[config.mk]
export PLATFORM = sky130hd
export DESIGN_NAME = ioctl_sram_loader
export DESIGN_NICKNAME = d
export VERILOG_FILES = /design/src/rtl/ioctl_loader_pkg.sv /design/src/rtl/ioctl_region_match.sv /design/src/rtl/ioctl_sram_loader.sv
export SDC_FILE = /design/constraint.sdc
export NUM_CORES = 1
export LEC_CHECK = 0
export ABC_AREA = 1
export BUFFER_PORTS_ARGS = -buffer_cell sky130_fd_sc_hd__buf_2
export CAP_MARGIN = 5
export CORE_MARGIN = 3
export CORE_UTILIZATION = 55
export DETAILED_ROUTE_END_ITERATION = 6
export MAX_ROUTING_LAYER = met4
export PLACE_DENSITY = 0.92
export SLEW_MARGIN = 20
export SYNTH_ARGS = -nofsm -noshare
export SYNTH_HDL_FRONTEND = slang
export SYNTH_SLANG_ARGS = --single-unit
[constraint.sdc]
create_clock -name clk_sys -period 4.55 [get_ports clk_sys]
set_input_delay 0.91 -clock clk_sys [delete_from_list [all_inputs] [get_ports clk_sys]]
set_output_delay 0.91 -clock clk_sys [all_outputs]
set_load 0.005 [all_outputs]
[src/rtl/ioctl_loader_pkg.sv]
// Shared constants for the ioctl download engine: index width, well-known
// download indices and the loader FSM state encoding.
package ioctl_loader_pkg;

   localparam int unsigned IDX_W = 8;

   localparam logic [IDX_W-1:0] IDX_ROM = 8'd1;
   localparam logic [IDX_W-1:0] IDX_CAS = 8'd2;

   localparam int unsigned ST_W = 3;

   localparam logic [ST_W-1:0] ST_IDLE    = 3'd0;
   localparam logic [ST_W-1:0] ST_IGNORE  = 3'd1;
   localparam logic [ST_W-1:0] ST_LOAD    = 3'd2;
   localparam logic [ST_W-1:0] ST_WRITE   = 3'd3;
   localparam logic [ST_W-1:0] ST_FLUSH   = 3'd4;
   localparam logic [ST_W-1:0] ST_STRETCH = 3'd5;

endpackage

[src/rtl/ioctl_region_match.sv]
// Priority encoder from a download index to the lowest matching region entry.
module ioctl_region_match
   import ioctl_loader_pkg::*;
#(
   parameter int unsigned NUM_REGIONS = 4,
   parameter int unsigned RW          = 2
) (
   input  logic [IDX_W-1:0]             ioctl_index,
   input  logic [NUM_REGIONS*IDX_W-1:0] map_index,
   output logic                         hit,
   output logic [RW-1:0]                region
);

   // Scan from the top so the lowest matching entry wins.
   always_comb begin
      hit    = 1'b0;
      region = '0;
      for (int i = NUM_REGIONS - 1; i >= 0; i--) begin
         if (map_index[i*IDX_W +: IDX_W] == ioctl_index) begin
            hit    = 1'b1;
            region = RW'(i);
         end
      end
   end

endmodule

[src/rtl/ioctl_sram_loader.sv]
// ioctl byte stream to 16-bit SRAM download engine with per-index regions
// and a stretched core reset around held-region loads.
module ioctl_sram_loader
   import ioctl_loader_pkg::*;
#(
   parameter int unsigned ADDR_W      = 21,
   parameter int unsigned BYTES       = 2,
   parameter int unsigned NUM_REGIONS = 4,
   parameter int unsigned WE_CYCLES   = 2,
   parameter int unsigned STRETCH     = 64,
   parameter logic [7:0]  PAD         = 8'hFF
) (
   input  logic                          clk_sys,
   input  logic                          reset,
   input  logic                          ioctl_download,
   input  logic [IDX_W-1:0]              ioctl_index,
   input  logic                          ioctl_wr,
   input  logic [7:0]                    ioctl_dout,
   input  logic [NUM_REGIONS*IDX_W-1:0]  map_index,
   input  logic [NUM_REGIONS*ADDR_W-1:0] map_base,
   input  logic [NUM_REGIONS-1:0]        map_hold,
   output logic [ADDR_W-1:0]             sram_a,
   output logic [8*BYTES-1:0]            sram_dout,
   output logic                          sram_we,
   output logic                          core_reset,
   output logic                          busy,
   output logic [ADDR_W-1:0]             words_written,
   output logic                          overflow
);

   localparam int unsigned LW = (BYTES > 1) ? $clog2(BYTES) : 1;
   localparam int unsigned TW = $clog2(WE_CYCLES + 1);
   localparam int unsigned SW = $clog2(STRETCH + 1);
   localparam int unsigned RW = (NUM_REGIONS > 1) ? $clog2(NUM_REGIONS) : 1;

   logic [ST_W-1:0]          state, state_nx, end_st;
   logic [RW-1:0]            region, region_nx, match_region;
   logic [BYTES-1:0][7:0]    lane_q, lane_nx, pend_word, pend_nx;
   logic [LW-1:0]            lane_cnt, lane_cnt_nx;
   logic                     pend_vld, pend_vld_nx, ending, ending_nx;
   logic [TW-1:0]            tmr, tmr_nx;
   logic [SW-1:0]            scnt, scnt_nx;
   logic [ADDR_W-1:0]        a_nx, ww_nx, base;
   logic [8*BYTES-1:0]       dout_nx, flush_word;
   logic                     we_nx, ovf_nx, core_reset_nx;
   logic                     dl_q, rise, fall, match_hit, accept, word_done, wr_end;

   ioctl_region_match #(
      .NUM_REGIONS (NUM_REGIONS),
      .RW          (RW)
   ) u_match (
      .ioctl_index (ioctl_index),
      .map_index   (map_index),
      .hit         (match_hit),
      .region      (match_region)
   );

   assign rise = ioctl_download & ~dl_q;
   assign fall = ~ioctl_download & dl_q;

   // Next-state, lane packer, write timer and stretch counter.
   always_comb begin
      state_nx    = state;
      region_nx   = region;
      lane_nx     = lane_q;
      lane_cnt_nx = lane_cnt;
      pend_nx     = pend_word;
      pend_vld_nx = pend_vld;
      ending_nx   = ending;
      tmr_nx      = tmr;
      scnt_nx     = scnt;
      a_nx        = sram_a;
      dout_nx     = sram_dout;
      we_nx       = sram_we;
      ww_nx       = words_written;
      ovf_nx      = overflow;
      word_done   = 1'b0;
      wr_end      = 1'b0;
      flush_word  = '0;
      base        = map_base[ADDR_W*32'(region) +: ADDR_W];
      end_st      = map_hold[region] ? ST_STRETCH : ST_IDLE;
      // The byte on the falling-edge cycle still counts.
      accept      = ioctl_wr && (ioctl_download || dl_q) &&
                    (state == ST_LOAD || state == ST_WRITE);

      if (accept) begin
         lane_nx[lane_cnt] = ioctl_dout;
         if (lane_cnt == LW'(BYTES - 1)) begin
            word_done   = 1'b1;
            lane_cnt_nx = '0;
         end else begin
            lane_cnt_nx = lane_cnt + LW'(1);
         end
      end

      for (int k = 0; k < BYTES; k++) begin
         flush_word[8*k +: 8] = (LW'(k) < lane_cnt_nx) ? lane_nx[k] : PAD;
      end

      if (state == ST_WRITE || state == ST_FLUSH) begin
         if (tmr == TW'(WE_CYCLES)) begin
            wr_end = 1'b1;
            we_nx  = 1'b0;
            tmr_nx = '0;
            ww_nx  = words_written + ADDR_W'(1);
         end else begin
            we_nx  = 1'b1;
            tmr_nx = tmr + TW'(1);
         end
      end

      case (state)
         ST_IDLE, ST_STRETCH: begin
            if (rise) begin
               region_nx   = match_region;
               lane_cnt_nx = '0;
               pend_vld_nx = 1'b0;
               ending_nx   = 1'b0;
               scnt_nx     = '0;
               if (match_hit) begin
                  ww_nx    = '0;
                  state_nx = ST_LOAD;
               end else begin
                  state_nx = ST_IGNORE;
               end
            end else if (state == ST_STRETCH) begin
               if (scnt == SW'(STRETCH - 1)) state_nx = ST_IDLE;
               else                          scnt_nx  = scnt + SW'(1);
            end
         end
         ST_IGNORE: begin
            if (fall) state_nx = ST_IDLE;
         end
         ST_LOAD: begin
            if (word_done) begin
               dout_nx   = lane_nx;
               a_nx      = base + words_written;
               tmr_nx    = '0;
               ending_nx = fall;
               state_nx  = ST_WRITE;
            end else if (fall) begin
               if (lane_cnt_nx != '0) begin
                  dout_nx     = flush_word;
                  a_nx        = base + words_written;
                  lane_cnt_nx = '0;
                  tmr_nx      = '0;
                  state_nx    = ST_FLUSH;
               end else begin
                  scnt_nx  = '0;
                  state_nx = end_st;
               end
            end
         end
         ST_WRITE: begin
            if (fall) ending_nx = 1'b1;
            // A word completing mid-write parks in the pending slot, newest wins.
            if (word_done) begin
               ovf_nx      = 1'b1;
               pend_nx     = lane_nx;
               pend_vld_nx = 1'b1;
            end
            if (wr_end) begin
               if (pend_vld_nx) begin
                  dout_nx     = pend_nx;
                  a_nx        = base + words_written + ADDR_W'(1);
                  pend_vld_nx = 1'b0;
               end else if (ending_nx) begin
                  if (lane_cnt_nx != '0) begin
                     dout_nx     = flush_word;
                     a_nx        = base + words_written + ADDR_W'(1);
                     lane_cnt_nx = '0;
                     state_nx    = ST_FLUSH;
                  end else begin
                     scnt_nx  = '0;
                     state_nx = end_st;
                  end
               end else begin
                  state_nx = ST_LOAD;
               end
            end
         end
         ST_FLUSH: begin
            if (wr_end) begin
               scnt_nx  = '0;
               state_nx = end_st;
            end
         end
         default: state_nx = ST_IDLE;
      endcase

      core_reset_nx = ((state_nx == ST_LOAD || state_nx == ST_WRITE || state_nx == ST_FLUSH) &&
                       map_hold[region_nx]) || (state_nx == ST_STRETCH);
   end

   always_ff @(posedge clk_sys or posedge reset) begin
      if (reset) begin
         state         <= ST_IDLE;
         region        <= '0;
         lane_q        <= '0;
         lane_cnt      <= '0;
         pend_word     <= '0;
         pend_vld      <= 1'b0;
         ending        <= 1'b0;
         tmr           <= '0;
         scnt          <= '0;
         dl_q          <= 1'b0;
         sram_a        <= '0;
         sram_dout     <= '0;
         sram_we       <= 1'b0;
         core_reset    <= 1'b0;
         busy          <= 1'b0;
         words_written <= '0;
         overflow      <= 1'b0;
      end else begin
         state         <= state_nx;
         region        <= region_nx;
         lane_q        <= lane_nx;
         lane_cnt      <= lane_cnt_nx;
         pend_word     <= pend_nx;
         pend_vld      <= pend_vld_nx;
         ending        <= ending_nx;
         tmr           <= tmr_nx;
         scnt          <= scnt_nx;
         dl_q          <= ioctl_download;
         sram_a        <= a_nx;
         sram_dout     <= dout_nx;
         sram_we       <= we_nx;
         core_reset    <= core_reset_nx;
         busy          <= (state_nx != ST_IDLE);
         words_written <= ww_nx;
         overflow      <= ovf_nx;
      end
   end

endmodule

## After elaboration in Yosys (flattened, before gate mapping)

Index checks and enable logic that the tools add are counted.

| word-level totals | value |
|---|---|
| register bits after elaboration | 112 |
| logic and storage cells | 184 |

| operators by class | value |
|---|---|
| $mul | 1 |
| reductions and logical operators | 23 |
| bitwise operators | 4 |
| $lt $le $gt $ge | 6 |
| eq/ne operators | 29 |
| multiplexer cells | 95 |
| shift-type cells | 1 |
| add/sub/neg operators | 6 |

Operators by type and width:

| cell | count |
|---|---|
| 21-bit two-way mux | 12 |
| 16-bit two-way mux | 8 |
| 84-bit by 8-bit variable part select with 21-bit output | 1 |
| 7-bit two-way mux | 10 |
| 21-bit by 1-bit adder with 21-bit output (second input constant) | 2 |
| 21-bit case mux with 2 select lines | 1 |
| 3-bit two-way mux | 12 |
| 8-bit == test | 4 |
| 16-bit case mux with 2 select lines | 1 |
| 7-bit case mux with 4 select lines | 1 |
| 1-bit two-way mux | 26 |
| 2-bit two-way mux | 13 |
| 8-bit two-way mux | 3 |
| 21-bit adder | 1 |
| 16-bit bitwise mux | 1 |
| 3-bit case mux with 5 select lines | 1 |
| 2-bit inequality test (second input constant) | 7 |
| 3-bit by 2-bit == test with 1-bit output (second input constant) | 4 |
| 3-bit == test (second input constant) | 4 |
| 3-bit inequality test (second input constant) | 3 |
| 9-bit AND reduction | 1 |
| 8-bit demux with 1-bit select | 1 |
| 7-bit by 1-bit adder with 7-bit output (second input constant) | 1 |
| 7-bit by 6-bit == test with 1-bit output (second input constant) | 1 |
| 28 further kinds | 46 |

## Longest topological paths before layout

Gate-level depths: netlist of run 1.

| depth | value |
|---|---|
| depth after elaboration | 14 |
| depth in mapped cells | 23 |
| gate-level depth less buffers | 21 |

## Cells and area by module

A second synthesis of run 1 with hierarchy kept.

| second synthesis, totals | value |
|---|---|
| cells, all modules | 1,197 |
| area, all modules | 8,036.5 µm² |

By module, submodules not included:

| module | cells each | seq. area each (µm²) | area each (µm²) | instances |
|---|---|---|---|---|
| ioctl_sram_loader | 1,071 | 2,602.5 | 7,464.7 | 1 |
| ioctl_region_match | 126 | 0.0 | 571.8 | 1 |

## Worst setup path before layout of run 1

No wires, ideal clock.

| path | value |
|---|---|
| path kind | input -> register |
| from | in map_base[42] |
| to | reg sram_a[16] |
| data required time | 4,433 ps |
| library setup time | 117 ps |
| arrival time | 3,222 ps |
| stages on the path | 18 |
| slack | 1,211 ps |
| buffers on the path | 0 |
| path through | o21ai_0 o22ai_1 ha_1 inv_1 fa_1 inv_1 ha_1 nand4_1 nor2_1 nand3_1 nor2_1 nand3_1 nor2_2 nand3_1 nor2_2 nand3_1 nand3_1 nand2_1 |

| between the ends | value |
|---|---|
| longest elaborated chain between the ends | 8 |

RTL lines:

| element | RTL line | RTL |
|---|---|---|
| start, declared | ioctl_sram_loader.sv:20 | `input logic [NUM_REGIONS*ADDR_W-1:0] map_base,` |
| 84-bit by 8-bit variable part select with 21-bit output (*) | ioctl_sram_loader.sv:80 | `base = map_base[ADDR_W*32'(region) +: ADDR_W];` |
| 21-bit adder (*) | -- |  |
| 21-bit by 1-bit adder with 21-bit output | ioctl_sram_loader.sv:165, ioctl_sram_loader.sv:170 |  |
| 21-bit two-way mux | ioctl_sram_loader.sv:168 | `if (lane_cnt_nx != '0) begin` |
| 21-bit two-way mux | ioctl_sram_loader.sv:167 | `end else if (ending_nx) begin` |
| 21-bit two-way mux | ioctl_sram_loader.sv:163 | `if (pend_vld_nx) begin` |
| 21-bit two-way mux | ioctl_sram_loader.sv:162 | `if (wr_end) begin` |
| 21-bit case mux with 2 select lines (*) | ioctl_sram_loader.sv:112 | `case (state)` |
| end signal, assigned | ioctl_sram_loader.sv:225 | `sram_a <= a_nx;` |
| end, declared | ioctl_sram_loader.sv:22 | `output logic [ADDR_W-1:0] sram_a,` |

Every way passes the cells marked *; elsewhere a longest branch is shown, timed or not. The select of a mux whose other input is x is not followed.
A chain may end at the register's enable or synchronous reset.

## Worst setup path in the final report of run 1

| path | value |
|---|---|
| from | reg region[1] |
| to | reg sram_a[14] |

| between the ends | value |
|---|---|
| longest elaborated chain between the ends | 9 |

RTL lines:

| element | RTL line | RTL |
|---|---|---|
| start, declared | ioctl_sram_loader.sv:37 | `logic [RW-1:0] region, region_nx, match_region;` |
| start signal, assigned | ioctl_sram_loader.sv:216 | `region <= region_nx;` |
| 5-bit by 2-bit multiplier with 7-bit output (*) | ioctl_sram_loader.sv:80 |  |
| 84-bit by 8-bit variable part select with 21-bit output (*) | ioctl_sram_loader.sv:80 |  |
| 21-bit adder (*) | -- |  |
| 21-bit by 1-bit adder with 21-bit output | ioctl_sram_loader.sv:165, ioctl_sram_loader.sv:170 |  |
| 21-bit two-way mux | ioctl_sram_loader.sv:168 |  |
| 21-bit two-way mux | ioctl_sram_loader.sv:167 |  |
| 21-bit two-way mux | ioctl_sram_loader.sv:163 |  |
| 21-bit two-way mux | ioctl_sram_loader.sv:162 |  |
| 21-bit case mux with 2 select lines (*) | ioctl_sram_loader.sv:112 |  |

Marks and branches as above.

==> impl_results.html, run 1 <==
<table>
<tr><th>Metric</th><th>Value</th></tr>
<tr><th colspan="2">STA</th></tr>
<tr><td># setup viols final</td><td>0</td></tr>
<tr><td>Achievable frequency</td><td>263 MHz</td></tr>
<tr><td>Fraction of the cycle the final worst path needs</td><td>0.834</td></tr>
<tr><td>Total negative setup slack</td><td>0 ns</td></tr>
<tr><td>Setup skew after layout</td><td>between 0.008 and 0.009 ns</td></tr>
<tr><td>RSZ-0062 raised after global routing</td><td>false</td></tr>
<tr><td>Max-slew violation count</td><td>0</td></tr>
<tr><td>Smallest hold slack</td><td>0.475 ns</td></tr>
<tr><td>Worst slew margin relative to its limit</td><td>0.358</td></tr>
<tr><td>Final hold violation count</td><td>0</td></tr>
<tr><td>Transition time at the pin with the least slew margin</td><td>0.961 ns</td></tr>
<tr><td>Minimum clock period after layout</td><td>3.80 ns</td></tr>
<tr><th colspan="2">Setup path</th></tr>
<tr><td>Crit Path Class</td><td>flip-flop to flip-flop</td></tr>
<tr><td>Crit path capture type</td><td>flip-flop</td></tr>
<tr><td>Crit path depth</td><td>19</td></tr>
<tr><td>Data required time of the worst path</td><td>~4.8 ns</td></tr>
<tr><td>Largest driver fanout on the critical path</td><td>12</td></tr>
<tr><td>CP max stage cell</td><td>sky130_fd_sc_hd__fa_1</td></tr>
<tr><td>Depth of the most critical reg-to-reg path</td><td>19</td></tr>
<tr><td>Setup crit start kind</td><td>flip-flop</td></tr>
<tr><td>Cells along the critical path</td><td>inv_1 -&gt; o21ai_0 -&gt; o22ai_1 -&gt; ha_1 -&gt; inv_1 -&gt; fa_1 -&gt; inv_1 -&gt; ha_1 -&gt; nand4_1 -&gt; nor2_1 -&gt; nand3_1 -&gt; nor2_1 -&gt; nand3_1 -&gt; nor2_2 -&gt; nand3_1 -&gt; nor2_2 -&gt; nand2_1 -&gt; nand3_1 -&gt; nand2_1</td></tr>
<tr><td>Slowest Stage Delay on Critical Path</td><td>about 0.48 ns</td></tr>
<tr><td>CP dominant cell by count</td><td>sky130_fd_sc_hd__nand3_1</td></tr>
<tr><td>Critical path data arrival time</td><td>4.05 ns</td></tr>
<tr><td>Crit path buffers/inverters</td><td>3</td></tr>
<tr><td>Kind of cell with the highest combined delay on the critical path</td><td>simple AND/OR/NAND/NOR gates</td></tr>
<tr><th colspan="2">Floorplanning</th></tr>
<tr><td>Number of top-level pins</td><td>202</td></tr>
<tr><td>Row cnt</td><td>43</td></tr>
<tr><td>Area of the die</td><td>0.0162 sq mm</td></tr>
<tr><td>Vertical die dimension</td><td>127 um</td></tr>
<tr><td>Die width</td><td>127 um</td></tr>
<tr><td>Core area</td><td>0.0141 sq mm</td></tr>
<tr><td>Initial cell density of the core</td><td>0.573</td></tr>
<tr><th colspan="2">Clocking</th></tr>
<tr><td>Number of instances resized during post-cts repair</td><td>0</td></tr>
<tr><td>Number of sinks handled by clock tree synthesis</td><td>between 100 and 150</td></tr>
<tr><td>Root buf cell</td><td>sky130_fd_sc_hd__clkbuf_16</td></tr>
<tr><td>Hold buffer count at CTS</td><td>0</td></tr>
<tr><td>Total clock buffers created by CTS</td><td>9</td></tr>
<tr><td>Number of levels in the clock H-tree</td><td>3</td></tr>
<tr><td>CTS clk-pin slew, worst paths</td><td>0.07 ns</td></tr>
<tr><td>Insertion delay to the later sink of the worst-skew pair</td><td>0.37 ns</td></tr>
<tr><td>Maximum clock path buffer count</td><td>2</td></tr>
<tr><td>Clock tree from TritonCTS</td><td>done</td></tr>
<tr><td># Post-CTS Setup Buffers</td><td>0</td></tr>
<tr><th colspan="2">Power and ir drop</th></tr>
<tr><td>Cell internal pwr</td><td>0.00256 W</td></tr>
<tr><td>Total power</td><td>0.00490 W</td></tr>
<tr><td>Logic pwr share</td><td>0.546</td></tr>
<tr><td>Pleak</td><td>around 5.0 nW</td></tr>
<tr><td>Power Dens Cells</td><td>516 mW/mm^2</td></tr>
<tr><td>Share of total power consumed by net switching</td><td>0.478</td></tr>
<tr><td>Part of the total power dissipated in the clock network</td><td>0.163</td></tr>
<tr><td>Max rail drop VDD</td><td>approximately 0.00026 V</td></tr>
<tr><td>Seq pwr share</td><td>0.291</td></tr>
<tr><td>Switch Pwr</td><td>0.00234 W</td></tr>
<tr><th colspan="2">Cells and area</th></tr>
<tr><td>Ant. Diodes</td><td>0</td></tr>
<tr><td>Cell area after layout</td><td>0.00951 sq mm</td></tr>
<tr><td>Share of layout cells above drive strength 1</td><td>0.197</td></tr>
<tr><td>Most frequent standard cell in the layout excluding fill and tap cells</td><td>sky130_fd_sc_hd__nand2_1</td></tr>
<tr><td>NumNets Final</td><td>1595</td></tr>
<tr><td>Highest-count cells in the layout ignoring fill and taps</td><td>sky130_fd_sc_hd__nand2_1, sky130_fd_sc_hd__buf_2, sky130_fd_sc_hd__nor2_1, sky130_fd_sc_hd__inv_1, sky130_fd_sc_hd__dfrtp_1</td></tr>
<tr><td>Synthesis-to-finish area growth</td><td>17.8%</td></tr>
<tr><td>Final Core Density</td><td>0.674</td></tr>
<tr><th colspan="2">GRT</th></tr>
<tr><td>Number of global-route vias before repair</td><td>8112</td></tr>
<tr><td>Met3 Track Usage GR</td><td>0.0598</td></tr>
<tr><td>Global route hottest layer</td><td>met2</td></tr>
<tr><td>Total congestion overflow</td><td>0</td></tr>
<tr><td>Overall routing resource usage</td><td>0.293</td></tr>
<tr><td>Met1 usage in global routing</td><td>0.399</td></tr>
<tr><td>M2 GR Usage</td><td>0.449</td></tr>
<tr><td>Antenna violations before repair</td><td>0</td></tr>
<tr><td>Largest net degree at the start of global routing</td><td>57</td></tr>
<tr><td>Wire length of the first global-routing pass</td><td>about 38 mm</td></tr>
<tr><th colspan="2">Status</th></tr>
<tr><td>Run status</td><td>complete, no violations</td></tr>
<tr><th colspan="2">Synth</th></tr>
<tr><td>Count of unique library cells instantiated by Yosys</td><td>46</td></tr>
<tr><td>Cell Area, Synth</td><td>0.00807 sq mm</td></tr>
<tr><td>Synth Register Bits</td><td>104</td></tr>
<tr><td>Number of enable flip-flop cells after synthesis</td><td>0</td></tr>
<tr><td>Synthesized instance count</td><td>approximately 1200</td></tr>
<tr><td>Syn nets</td><td>1405</td></tr>
<tr><td>Async set or reset register ratio after synthesis</td><td>1.00</td></tr>
<tr><td>Total number of yosys warnings</td><td>0</td></tr>
<tr><td>Sequential-to-total area share from yosys stat</td><td>0.322</td></tr>
<tr><td>Post-synthesis average cell area</td><td>6.51 sq um</td></tr>
<tr><td>Top FF cell, synth</td><td>sky130_fd_sc_hd__dfrtp_1</td></tr>
<tr><th colspan="2">Routing</th></tr>
<tr><td>Drt first pass iters</td><td>5</td></tr>
<tr><td>Antenna Violating Nets Remaining</td><td>0</td></tr>
<tr><td>Total via count in the routed design</td><td>8838</td></tr>
<tr><td>DRC violation count after routing</td><td>0</td></tr>
<tr><td>Average via count per standard cell</td><td>5.47</td></tr>
<tr><td>Initial DRC Count</td><td>700</td></tr>
<tr><td>Routed length per instance</td><td>approximately 14 um</td></tr>
<tr><td>Post-detailed-routing wire length</td><td>23.2 mm</td></tr>
<tr><th colspan="2">Min path</th></tr>
<tr><td>Cell count of the worst hold path</td><td>2</td></tr>
<tr><td>Worst Hold Class</td><td>flip-flop to flip-flop</td></tr>
<tr><th colspan="2">Placed design</th></tr>
<tr><td>Post-placement cell area</td><td>0.00921 sq mm</td></tr>
<tr><td># port buffers</td><td>201</td></tr>
<tr><td>Routability Congestion</td><td>between 0.9 and 1</td></tr>
<tr><td>Post-detail-place hpwl</td><td>18.2 mm</td></tr>
<tr><th colspan="2">Run</th></tr>
<tr><td>Number of max-cap violations</td><td>0</td></tr>
</table>
[Yosys cell counts (2+ instances only)]
cell type | n | area (sq um)
sky130_fd_sc_hd__a211oi_1 | 9 | 67.6
sky130_fd_sc_hd__a21oi_1 | 57 | 285
sky130_fd_sc_hd__a31oi_1 | 3 | 18.8
sky130_fd_sc_hd__a41oi_1 | 2 | 17.5
sky130_fd_sc_hd__buf_2 | 3 | 15.0
sky130_fd_sc_hd__buf_4 | 4 | 30.0
sky130_fd_sc_hd__buf_6 | 3 | 33.8
sky130_fd_sc_hd__clkbuf_1 | 19 | 71.3
sky130_fd_sc_hd__dfrtp_1 | 104 | 2600
sky130_fd_sc_hd__ha_1 | 23 | 288
sky130_fd_sc_hd__inv_1 | 144 | 541
sky130_fd_sc_hd__inv_2 | 21 | 78.8
sky130_fd_sc_hd__nand2_1 | 338 | 1270
sky130_fd_sc_hd__nand2_2 | 3 | 18.8
sky130_fd_sc_hd__nand2_4 | 2 | 22.5
sky130_fd_sc_hd__nand3_1 | 85 | 425
sky130_fd_sc_hd__nand3b_1 | 2 | 15.0
sky130_fd_sc_hd__nand4_1 | 21 | 131
sky130_fd_sc_hd__nor2_1 | 150 | 563
sky130_fd_sc_hd__nor2_2 | 10 | 62.6
sky130_fd_sc_hd__nor2_4 | 4 | 45.0
sky130_fd_sc_hd__nor3_1 | 15 | 75.1
sky130_fd_sc_hd__nor3_2 | 3 | 30.0
sky130_fd_sc_hd__nor4_1 | 6 | 37.5
sky130_fd_sc_hd__o211ai_1 | 7 | 52.6
sky130_fd_sc_hd__o21ai_0 | 81 | 405
sky130_fd_sc_hd__o21ai_1 | 27 | 135
sky130_fd_sc_hd__o21bai_1 | 2 | 15.0
sky130_fd_sc_hd__o22ai_1 | 23 | 144
sky130_fd_sc_hd__o31ai_1 | 2 | 15.0
sky130_fd_sc_hd__or2_1 | 2 | 12.5
sky130_fd_sc_hd__or2_2 | 12 | 75.1
sky130_fd_sc_hd__xnor2_1 | 9 | 78.8
sky130_fd_sc_hd__xor2_1 | 33 | 289
[worst paths after layout]
kind	start	to	slack [ns]
worst min-delay path	overflow	overflow	0.48
worst max register to register	region[1]	sram_a[14]	0.75
worst min register to register	overflow	overflow	0.48
worst max-delay path	region[1]	sram_a[14]	0.75
max in group asynchronous	reset	pend_word[10]	3.06
min in group asynchronous	reset	sram_a[15]	0.65
[through the flow]
stage / std cells / setup slack, ns
after floorplan: 1241 / 0.908
after global placement: 1600 / 0.686
after detailed placement: 1600 / 0.516
after CTS: 1615 / 0.787
after global routing: 1615 / 0.314
final: 1615 / 0.755
[metal layers]
layer | share of wire | routed length (um) | vias to the layer above
li1 | - | - | 4418
met1 | 0.44 | 10300 | 4007
met2 | 0.46 | 10600 | 364
met3 | 0.080 | 1850 | 49
met4 | 0.022 | 517 | 0
met5 | 0 | 0 | -
[registers in the layout, indices dropped and copies added, names as in the netlist, 3 cells and up]
signal	cells
sram_a	21
lane_q	8
state	3
words_written	21
sram_dout	16
pend_word	16
scnt	7
[worst min-delay path, cell delays in order, from the launching register on]
cell and delay (ns):
sky130_fd_sc_hd__dfrtp_1 0.35, sky130_fd_sc_hd__inv_1 0.04, sky130_fd_sc_hd__nand2_1 0.05
[cell families (layout without fill, tap and decap cells)]
| group | count (synthesis) | after routing | share of synthesized area |
|---|---|---|---|
| AO/OA/AOI/OAI | 222 | 222 | 0.153 |
| XOR/XNOR | 42 | 42 | 0.0456 |
| adder cells (fa/ha/maj) | 24 | 24 | 0.0381 |
| buffers and inverters | 196 | 390 | 0.0962 |
| flip-flops | 104 | 104 | 0.322 |
| AND/OR/NAND/NOR | 653 | 653 | 0.345 |
[layout make-up]
| type | instances | area (sq um) |
|---|---|---|
| clock inverter | 5 | 65.1 |
| timing repair buffer | 209 | 1070 |
| inverter | 166 | 626 |
| clock buffer | 10 | 229 |
| sequential | 104 | 2600 |
| tap | 180 | 225 |
| fill | 1242 | 4590 |
| multi-input combinational | 941 | 4690 |
[power groups by stage]
stage	logic, W	registers [W]	clock network (W)
finish	0.00268	0.00143	0.000799
CTS	0.00265	0.00142	0.000804
detailed placement	0.00263	0.00144	0
floorplan	0.00190	0.00140	0
global placement	0.00257	0.00142	0
global route	0.00304	0.00146	0.000836
Note: power is estimated with default switching activity, not from simulation.
==> run 2: changes to the inputs <==
--- a/config.mk
+++ b/config.mk
@@ -9,10 +9,10 @@
 export BUFFER_PORTS_ARGS = -buffer_cell sky130_fd_sc_hd__buf_2
 export CAP_MARGIN = 5
 export CORE_MARGIN = 3
-export CORE_UTILIZATION = 55
+export CORE_UTILIZATION = 49
 export DETAILED_ROUTE_END_ITERATION = 6
 export MAX_ROUTING_LAYER = met4
-export PLACE_DENSITY = 0.92
+export PLACE_DENSITY = 0.87
 export SLEW_MARGIN = 20
 export SYNTH_ARGS = -nofsm -noshare
 export SYNTH_HDL_FRONTEND = slang
==> constraint.sdc (replaced) <==
create_clock -name clk_sys -period 3.4 [get_ports clk_sys]
set_input_delay 0.68 -clock clk_sys [delete_from_list [all_inputs] [get_ports clk_sys]]
set_output_delay 0.68 -clock clk_sys [all_outputs]
set_load 0.005 [all_outputs]
==> impl_results.html, run 2 (synthesis gave the netlist of run 1 again) <==
<table>
<tr><th>Metric</th><th>Value</th></tr>
<tr><th colspan="2">Status</th></tr>
<tr><td>Run status</td><td>complete, no violations</td></tr>
<tr><th colspan="2">Clocking</th></tr>
<tr><td>Clock tree from TritonCTS</td><td>done</td></tr>
<tr><td>Number of sinks handled by clock tree synthesis</td><td>104 (unchanged)</td></tr>
<tr><td>Maximum clock path buffer count</td><td>2 (unchanged)</td></tr>
<tr><td>Hold buffer count at CTS</td><td>0 (unchanged)</td></tr>
<tr><td>Insertion delay to the later sink of the worst-skew pair</td><td>0.36 ns (about the same)</td></tr>
<tr><td>CTS clk-pin slew, worst paths</td><td>0.07 ns (about the same)</td></tr>
<tr><td>Number of levels in the clock H-tree</td><td>3 (unchanged)</td></tr>
<tr><td>Root buf cell</td><td>sky130_fd_sc_hd__clkbuf_16</td></tr>
<tr><td>Total clock buffers created by CTS</td><td>9 (unchanged)</td></tr>
<tr><th colspan="2">Power and ir drop</th></tr>
<tr><td>Seq pwr share</td><td>0.282 (-0.009)</td></tr>
<tr><td>Switch Pwr</td><td>0.00321 W (+37%)</td></tr>
<tr><td>Max rail drop VDD</td><td>0.000289 V (+10%)</td></tr>
<tr><td>Pleak</td><td>5.17 nW (+2.8%)</td></tr>
<tr><td>Power Dens Cells</td><td>686 mW/mm^2 (+33%)</td></tr>
<tr><td>Total power</td><td>0.00675 W (+38%)</td></tr>
<tr><td>Part of the total power dissipated in the clock network</td><td>0.165 (+0.002)</td></tr>
<tr><td>Share of total power consumed by net switching</td><td>0.476 (-0.00236)</td></tr>
<tr><td>Logic pwr share</td><td>0.552 (+0.006)</td></tr>
<tr><td>Cell internal pwr</td><td>0.00354 W (+38%)</td></tr>
<tr><th colspan="2">Floorplanning</th></tr>
<tr><td>Area of the die</td><td>0.0181 sq mm (+12%)</td></tr>
<tr><td>Vertical die dimension</td><td>134 um (+5.7%)</td></tr>
<tr><td>Initial cell density of the core</td><td>0.505 (-0.0682)</td></tr>
<tr><td>Row cnt</td><td>46 (+7.0%)</td></tr>
<tr><td>Core area</td><td>0.0160 sq mm (+14%)</td></tr>
<tr><td>Die width</td><td>134 um (+5.7%)</td></tr>
<tr><td>Number of top-level pins</td><td>202 (unchanged)</td></tr>
<tr><th colspan="2">Setup path</th></tr>
<tr><td>Worst setup endpoint</td><td>sram_a[16]</td></tr>
<tr><td>Setup crit start kind</td><td>flip-flop</td></tr>
<tr><td>Crit Path Class</td><td>flip-flop to flip-flop</td></tr>
<tr><td>Depth of the most critical reg-to-reg path</td><td>20 (+1)</td></tr>
<tr><td>CP startpoint</td><td>region[0]</td></tr>
<tr><td>Capture instance of the worst register-to-register path</td><td>sram_a[16]</td></tr>
<tr><td>Crit path capture type</td><td>flip-flop</td></tr>
<tr><td>Largest driver fanout on the critical path</td><td>6 (-6)</td></tr>
<tr><td>Critical path data arrival time</td><td>3.48 ns (-0.57 ns)</td></tr>
<tr><td>Worst-case register-to-register setup slack</td><td>0.17 ns (-0.59 ns)</td></tr>
<tr><td>Data required time of the worst path</td><td>3.65 ns (-1.15 ns)</td></tr>
<tr><td>Startpoint of the most critical register-to-register path</td><td>region[0]</td></tr>
<tr><th colspan="2">Routing</th></tr>
<tr><td>Drt first pass iters</td><td>5 (unchanged)</td></tr>
<tr><td>Antenna Violating Nets Remaining</td><td>0 (unchanged)</td></tr>
<tr><td>DRC violation count after routing</td><td>0 (unchanged)</td></tr>
<tr><td>Initial DRC Count</td><td>743 (+6.1%)</td></tr>
<tr><td>Total via count in the routed design</td><td>8998 (+1.8%)</td></tr>
<tr><td>Average via count per standard cell</td><td>5.36 (-2.1%)</td></tr>
<tr><td>Routed length per instance</td><td>14.2 um (-0.73%)</td></tr>
<tr><td>Post-detailed-routing wire length</td><td>23.9 mm (+3.2%)</td></tr>
<tr><th colspan="2">GRT</th></tr>
<tr><td>Largest net degree at the start of global routing</td><td>56 (-1.8%)</td></tr>
<tr><td>Overall routing resource usage</td><td>0.269 (-0.0243)</td></tr>
<tr><td>Wire length of the first global-routing pass</td><td>38.8 mm (+2.0%)</td></tr>
<tr><td>Antenna violations before repair</td><td>1 (+1)</td></tr>
<tr><td>Total congestion overflow</td><td>0 (unchanged)</td></tr>
<tr><td>Number of global-route vias before repair</td><td>8154 (+0.52%)</td></tr>
<tr><th colspan="2">STA</th></tr>
<tr><td>Max-slew violation count</td><td>0 (unchanged)</td></tr>
<tr><td>Fraction of the cycle the final worst path needs</td><td>0.951 (+0.117)</td></tr>
<tr><td>Transition time at the pin with the least slew margin</td><td>0.849 ns (-0.112 ns)</td></tr>
<tr><td>Achievable frequency</td><td>309 MHz (+17%)</td></tr>
<tr><td># setup viols final</td><td>0 (unchanged)</td></tr>
<tr><td>Setup WS post-layout</td><td>0.167 ns (-0.588 ns)</td></tr>
<tr><td>Worst slew margin relative to its limit</td><td>0.433 (+0.0749)</td></tr>
<tr><td>Minimum clock period after layout</td><td>3.23 ns (-0.562 ns)</td></tr>
<tr><td>Setup skew after layout</td><td>0.0109 ns (+0.00213 ns)</td></tr>
<tr><td>Total negative setup slack</td><td>0 ns (unchanged)</td></tr>
<tr><td>Final hold violation count</td><td>0 (unchanged)</td></tr>
<tr><th colspan="2">Placed design</th></tr>
<tr><td>Post-detail-place hpwl</td><td>18.5 mm (+1.7%)</td></tr>
<tr><td>Routability Congestion</td><td>0.980 (+1.6%)</td></tr>
<tr><td># port buffers</td><td>201 (unchanged)</td></tr>
<tr><td>Pre-CTS setup slack</td><td>-0.178 ns (-0.694 ns)</td></tr>
<tr><td>Post-placement cell area</td><td>0.00944 sq mm (+2.4%)</td></tr>
<tr><th colspan="2">Cells and area</th></tr>
<tr><td>Highest-count cells in the layout ignoring fill and taps</td><td>sky130_fd_sc_hd__nand2_1, sky130_fd_sc_hd__buf_2, sky130_fd_sc_hd__nor2_1, sky130_fd_sc_hd__inv_1, sky130_fd_sc_hd__dfrtp_1</td></tr>
<tr><td>Synthesis-to-finish area growth</td><td>21.9%</td></tr>
<tr><td>Registers with the highest flip-flop counts</td><td>sram_a x21, words_written x21</td></tr>
<tr><td>Cell area after layout</td><td>0.00984 sq mm (+3.5%)</td></tr>
<tr><td>FILL cells</td><td>1519 (+22%)</td></tr>
<tr><td>Most frequent standard cell in the layout excluding fill and tap cells</td><td>sky130_fd_sc_hd__nand2_1</td></tr>
<tr><td>NumNets Final</td><td>1621 (+1.6%)</td></tr>
<tr><td>Share of layout cells above drive strength 1</td><td>0.222 (+0.0258)</td></tr>
<tr><th colspan="2">Run</th></tr>
<tr><td>Number of max-cap violations</td><td>0 (unchanged)</td></tr>
<tr><th colspan="2">Min path</th></tr>
<tr><td>Worst Hold Class</td><td>flip-flop to flip-flop</td></tr>
</table>
==> run 2: power groups by stage <==
stage	registers [W]	logic [W]	clock network [W]
finish	0.00191	0.00373	0.00112
global route	0.00196	0.00424	0.00119
CTS	0.00190	0.00363	0.00114
detailed placement	0.00191	0.00360	0
global placement	0.00190	0.00352	0
floorplan	0.00188	0.00255	0
==> run 2: final cells by class <==
cell class | count | area (sq um) | area share
multi-input cells | 941 | 4730 | 0.481
flip-flops and latches | 104 | 2600 | 0.265
repair buffers | 235 | 1280 | 0.131
inverters | 166 | 631 | 0.0641
well taps | 216 | 270 | 0.0275
clock buffers | 11 | 243 | 0.0247
clock inverters | 5 | 72.6 | 0.00738
diodes | 1 | 2.50 | 0.000254
==> run 2: layer usage <==
metal  track usage  vias to the layer above  wire length (um)
met5             -                        -                 0
met4         0.104                        0               741
met3        0.0293                       60              1650
met2         0.414                      399             10900
met1         0.368                     4070             10600
li1              -                     4469                 -
==> run 2: repair_timing <==
action | CTS | global route
endpoints found under the setup margin | 2 | 13
pin swaps | 0 | 8
setup buffers | 0 | 4
resized for setup | 1 | 20
hold endpoints to repair | 0 | 0
==> run 2: worst min path at each step <==
stage	from	endpoint	slack, ns	cells after the start
final	overflow	overflow	0.46	2
after global routing	ioctl_download	dl_q	0.47	1
after CTS	ioctl_download	dl_q	0.46	1
after detailed placement	overflow	overflow	0.45	2
after global placement	overflow	overflow	0.44	2
after floorplan	pend_word[0]	pend_word[0]	0.45	2
==> run 2: worst max-delay path: stages, from the launching register on <==
cell	delay [ns]
sky130_fd_sc_hd__dfrtp_2	0.44
sky130_fd_sc_hd__clkinvlp_4	0.12
sky130_fd_sc_hd__nor2_1	0.05
sky130_fd_sc_hd__o22ai_1	0.15
sky130_fd_sc_hd__buf_4	0.15
sky130_fd_sc_hd__ha_2	0.18
sky130_fd_sc_hd__inv_2	0.04
sky130_fd_sc_hd__fa_1	0.49
sky130_fd_sc_hd__inv_2	0.08
sky130_fd_sc_hd__ha_1	0.14
sky130_fd_sc_hd__nand4_1	0.12
sky130_fd_sc_hd__nor2_1	0.18
sky130_fd_sc_hd__nand3_1	0.13
sky130_fd_sc_hd__nor2_2	0.16
sky130_fd_sc_hd__nand3_2	0.09
sky130_fd_sc_hd__nor2_2	0.15
sky130_fd_sc_hd__nand3_2	0.12
sky130_fd_sc_hd__nor2_4	0.15
sky130_fd_sc_hd__nand3_1	0.07
sky130_fd_sc_hd__nand3_1	0.09
sky130_fd_sc_hd__nand2_1	0.05
==> run 2: metrics by stage <==
stage | hold WS, ns | std cells | util
global placement | 0.440 | 1658 | 0.590
finish | 0.463 | 1679 | 0.615
detailed placement | 0.455 | 1658 | 0.590
CTS | 0.459 | 1674 | 0.610
global route | 0.469 | 1679 | 0.615
floorplan | 0.453 | 1241 | -
==> run 3: changes to the inputs <==
--- a/config.mk
+++ b/config.mk
@@ -5,11 +5,10 @@
 export SDC_FILE = /design/constraint.sdc
 export NUM_CORES = 1
 export LEC_CHECK = 0
-export ABC_AREA = 1
 export BUFFER_PORTS_ARGS = -buffer_cell sky130_fd_sc_hd__buf_2
 export CAP_MARGIN = 5
 export CORE_MARGIN = 3
-export CORE_UTILIZATION = 49
+export CORE_UTILIZATION = 48
 export DETAILED_ROUTE_END_ITERATION = 6
 export MAX_ROUTING_LAYER = met4
 export PLACE_DENSITY = 0.87
==> impl_results.html, run 3 <==
<table>
<tr><th>Metric</th><th>Value</th></tr>
<tr><th colspan="2">Synth</th></tr>
<tr><td>Syn nets</td><td>992 (-29%)</td></tr>
<tr><td>Count of unique library cells instantiated by Yosys</td><td>67 (+46%)</td></tr>
<tr><td>Post-synthesis average cell area</td><td>8.94 sq um (+37%)</td></tr>
<tr><td>Synth Register Bits</td><td>104 (unchanged)</td></tr>
<tr><td>Commonest cells in the synthesized netlist</td><td>sky130_fd_sc_hd__o21ai_0, sky130_fd_sc_hd__nand2_1, sky130_fd_sc_hd__dfrtp_1</td></tr>
<tr><td>Sequential-to-total area share from yosys stat</td><td>0.352 (+0.0292)</td></tr>
<tr><td>Synth top area cells</td><td>sky130_fd_sc_hd__dfrtp_1, sky130_fd_sc_hd__o21ai_0, sky130_fd_sc_hd__xor2_1</td></tr>
<tr><td>Proportion of netlist area held by the largest area contributor</td><td>0.352 (+0.0292)</td></tr>
<tr><td>Top FF cell, synth</td><td>sky130_fd_sc_hd__dfrtp_1</td></tr>
<tr><td>Async set or reset register ratio after synthesis</td><td>1.00 (unchanged)</td></tr>
<tr><td>Cell Area, Synth</td><td>0.00740 sq mm (-8.3%)</td></tr>
<tr><td>Leading cell type by number of instances after synthesis</td><td>sky130_fd_sc_hd__o21ai_0</td></tr>
<tr><td>Number of enable flip-flop cells after synthesis</td><td>0 (unchanged)</td></tr>
<tr><td>Library cell with the largest summed area after synthesis</td><td>sky130_fd_sc_hd__dfrtp_1</td></tr>
<tr><td>Total number of yosys warnings</td><td>0 (unchanged)</td></tr>
<tr><td>Synthesized instance count</td><td>828 (-33%)</td></tr>
<tr><th colspan="2">GRT</th></tr>
<tr><td>Overall routing resource usage</td><td>0.284 (+0.0151)</td></tr>
<tr><td>Antenna violations before repair</td><td>1 (unchanged)</td></tr>
<tr><td>Number of global-route vias before repair</td><td>7488 (-8.2%)</td></tr>
<tr><td>Largest net degree at the start of global routing</td><td>40 (-29%)</td></tr>
<tr><td>Wire length of the first global-routing pass</td><td>37.3 mm (-3.8%)</td></tr>
<tr><td>Total congestion overflow</td><td>0 (unchanged)</td></tr>
<tr><th colspan="2">Routing</th></tr>
<tr><td>Post-detailed-routing wire length</td><td>24.3 mm (+1.7%)</td></tr>
<tr><td>Antenna Violating Nets Remaining</td><td>0 (unchanged)</td></tr>
<tr><td>DRC violation count after routing</td><td>0 (unchanged)</td></tr>
<tr><td>Drt first pass iters</td><td>5 (unchanged)</td></tr>
<tr><td>Total via count in the routed design</td><td>7805 (-13%)</td></tr>
<tr><td>Routed length per instance</td><td>18.7 um (+31%)</td></tr>
<tr><td>Initial DRC Count</td><td>807 (+8.6%)</td></tr>
<tr><td>Average via count per standard cell</td><td>6.01 (+12%)</td></tr>
<tr><th colspan="2">Setup path</th></tr>
<tr><td>Data required time of the worst path</td><td>3.63 ns (-0.02 ns)</td></tr>
<tr><td>Crit Path Class</td><td>flip-flop to flip-flop</td></tr>
<tr><td>Setup crit start kind</td><td>flip-flop</td></tr>
<tr><td>Largest driver fanout on the critical path</td><td>6 (unchanged)</td></tr>
<tr><td>Critical path data arrival time</td><td>3.82 ns (+0.34 ns)</td></tr>
<tr><td>Crit path capture type</td><td>flip-flop</td></tr>
<tr><th colspan="2">STA</th></tr>
<tr><td>Achievable frequency</td><td>279 MHz (-9.9%)</td></tr>
<tr><td>Final hold violation count</td><td>0 (unchanged)</td></tr>
<tr><td>Max-slew violation count</td><td>0 (unchanged)</td></tr>
<tr><td>Setup WS post-layout</td><td>-0.189 ns (-0.356 ns)</td></tr>
<tr><td>Minimum clock period after layout</td><td>3.59 ns (+0.356 ns)</td></tr>
<tr><td># setup viols final</td><td>9 (+9)</td></tr>
<tr><td>Worst slew margin relative to its limit</td><td>0.427 (-0.00584)</td></tr>
<tr><td>Transition time at the pin with the least slew margin</td><td>0.860 ns (+0.0105 ns)</td></tr>
<tr><td>RSZ-0062 raised after global routing</td><td>true</td></tr>
<tr><td>Fraction of the cycle the final worst path needs</td><td>1.06 (+0.105)</td></tr>
<tr><td>Smallest hold slack</td><td>0.425 ns (-0.0382 ns)</td></tr>
<tr><td>Setup skew after layout</td><td>0.00866 ns (-0.00227 ns)</td></tr>
<tr><th colspan="2">Cells and area</th></tr>
<tr><td>NumNets Final</td><td>1273 (-21%)</td></tr>
<tr><td>Non-filler instance count after layout</td><td>1299 (-23%)</td></tr>
<tr><td>FILL cells</td><td>1065 (-30%)</td></tr>
<tr><td>Highest-count cells in the layout ignoring fill and taps</td><td>sky130_fd_sc_hd__buf_2, sky130_fd_sc_hd__nand2_1, sky130_fd_sc_hd__dfrtp_1, sky130_fd_sc_hd__o21ai_0, sky130_fd_sc_hd__buf_4</td></tr>
<tr><td>Synthesis-to-finish area growth</td><td>36.4%</td></tr>
<tr><td>Share of layout cells above drive strength 1</td><td>0.383 (+0.161)</td></tr>
<tr><td>Registers with the highest flip-flop counts</td><td>sram_a x21, words_written x21</td></tr>
<tr><td>Final Core Density</td><td>0.682 (+0.0667)</td></tr>
<tr><td>Most frequent standard cell in the layout excluding fill and tap cells</td><td>sky130_fd_sc_hd__buf_2</td></tr>
<tr><th colspan="2">Placed design</th></tr>
<tr><td># port buffers</td><td>201 (unchanged)</td></tr>
<tr><td>Routability Congestion</td><td>0.933 (-4.7%)</td></tr>
<tr><td>Placed Cells</td><td>1265 (-24%)</td></tr>
<tr><td>Post-detail-place hpwl</td><td>17.3 mm (-6.3%)</td></tr>
<tr><th colspan="2">Floorplanning</th></tr>
<tr><td>Row cnt</td><td>44 (-4.3%)</td></tr>
<tr><td>Core area</td><td>0.0148 sq mm (-7.4%)</td></tr>
<tr><td>Number of top-level pins</td><td>202 (unchanged)</td></tr>
<tr><td>Initial cell density of the core</td><td>0.500 (-0.00470)</td></tr>
<tr><td>Area of the die</td><td>0.0169 sq mm (-6.1%)</td></tr>
<tr><td>Vertical die dimension</td><td>130 um (-3.1%)</td></tr>
<tr><td>Die width</td><td>130 um (-3.1%)</td></tr>
<tr><th colspan="2">Clocking</th></tr>
<tr><td>Number of sinks handled by clock tree synthesis</td><td>104 (unchanged)</td></tr>
<tr><td>CTS clk-pin slew, worst paths</td><td>0.08 ns (about the same)</td></tr>
<tr><td>Clock tree from TritonCTS</td><td>done</td></tr>
<tr><td>Insertion delay to the later sink of the worst-skew pair</td><td>0.36 ns (about the same)</td></tr>
<tr><td>Number of levels in the clock H-tree</td><td>3 (unchanged)</td></tr>
<tr><td>Maximum clock path buffer count</td><td>2 (unchanged)</td></tr>
<tr><td>Total clock buffers created by CTS</td><td>9 (unchanged)</td></tr>
<tr><td>Root buf cell</td><td>sky130_fd_sc_hd__clkbuf_16</td></tr>
<tr><th colspan="2">Status</th></tr>
<tr><td>Violations in the final reports</td><td>negative setup slack</td></tr>
<tr><td>Run status</td><td>finished with violations</td></tr>
<tr><th colspan="2">Min path</th></tr>
<tr><td>Worst Hold Class</td><td>input port to asynchronous set/reset pin</td></tr>
<tr><th colspan="2">Power and ir drop</th></tr>
<tr><td>Pleak</td><td>4.53 nW (-12%)</td></tr>
<tr><td>Total power</td><td>0.00695 W (+3.0%)</td></tr>
<tr><td>Power Dens Cells</td><td>688 mW/mm^2 (+0.36%)</td></tr>
<tr><td>Max rail drop VDD</td><td>0.000519 V (+79%)</td></tr>
<tr><th colspan="2">Run</th></tr>
<tr><td>Number of max-cap violations</td><td>0 (unchanged)</td></tr>
</table>
==> run 3: stage by stage <==
step / worst slack (ns) / setup TNS, ns / cell area (sq um)
after global routing: -0.304 / -2.26 / 10100
after CTS: -0.117 / -0.218 / 9820
final: -0.189 / -0.733 / 10100
after global placement: -0.326 / -2.06 / 9260
after floorplan: -0.125 / -0.254 / 7480
after detailed placement: -0.442 / -3.10 / 9260
==> run 3: report_power, final <==
group / switching, W / internal [W] / total [W] / leakage (nW)
combinational: 0.00219 / 0.00199 / 0.00418 / 3.05
sequential: 0.000294 / 0.00145 / 0.00174 / 1.34
clock: 0.000511 / 0.000516 / 0.00103 / 0.141
==> run 3: logic make-up (layout without fill, tap and decap cells) <==
kind of cell | after synthesis | after routing | synth area share
adders and majority gates | 24 | 24 | 0.0416
DFF | 104 | 104 | 0.352
and+or+nand+nor | 281 | 281 | 0.184
other | 0 | 1 | 0
AOI/OAI and AO/OA | 231 | 231 | 0.194
muxes | 43 | 43 | 0.0970
buffers and inverters | 59 | 345 | 0.0304
xor gates and xnor gates | 86 | 86 | 0.102
==> run 3: worst max-delay path, stage by stage, from the launching register on <==
cell and delay, ns:
sky130_fd_sc_hd__dfrtp_2 0.40, sky130_fd_sc_hd__buf_12 0.14, sky130_fd_sc_hd__mux4_2 0.54, sky130_fd_sc_hd__ha_4 0.25, sky130_fd_sc_hd__a21o_1 0.18, sky130_fd_sc_hd__or4_4 0.48
sky130_fd_sc_hd__o21ai_4 0.19, sky130_fd_sc_hd__buf_6 0.12, sky130_fd_sc_hd__xnor2_2 0.10, sky130_fd_sc_hd__and4_4 0.29, sky130_fd_sc_hd__nand4_1 0.18, sky130_fd_sc_hd__buf_4 0.20
sky130_fd_sc_hd__o21ai_0 0.24, sky130_fd_sc_hd__a31oi_1 0.14
==> run 3: final cells by class <==
type,count,area (sq um),area share
Multi-Input combinational cell,665,4960,0.491
Sequential cell,104,2600,0.258
Timing Repair Buffer,304,1920,0.190
Tap cell,184,230,0.0228
Clock buffer,10,229,0.0227
Inverter,25,97.6,0.00967
Clock inverter,6,57.6,0.00570
Antenna cell,1,2.50,0.000248
==> run 3: repair_timing <==
item                       CTS  global route
gates resized for setup     35            55
hold buffers                 0             0
setup endpoints to repair    8            13
pin swaps                   15            33
gates cloned                 1             0
buffers inserted            11            11
==> run 3: routing by layer <==
metal  vias up  GRT usage  part of all wire
met1      3691      0.356              0.38
met3        95     0.0483             0.081
met2       460      0.465              0.49
met4         0      0.103             0.043
met5         -          -                 0
li1       3559          -                 -
==> run 3: worst paths after layout <==
check	cells past startpoint	from	slack, ns	end
worst max register to register	13	region[0]	-0.19	sram_a[17]
min in group clk_sys	1	overflow	0.47	overflow
worst max-delay path	13	region[0]	-0.19	sram_a[17]
worst min register to register	1	overflow	0.47	overflow
max in group asynchronous	3	reset	2.04	scnt[3]
worst min-delay path	2	reset	0.42	sram_dout[8]
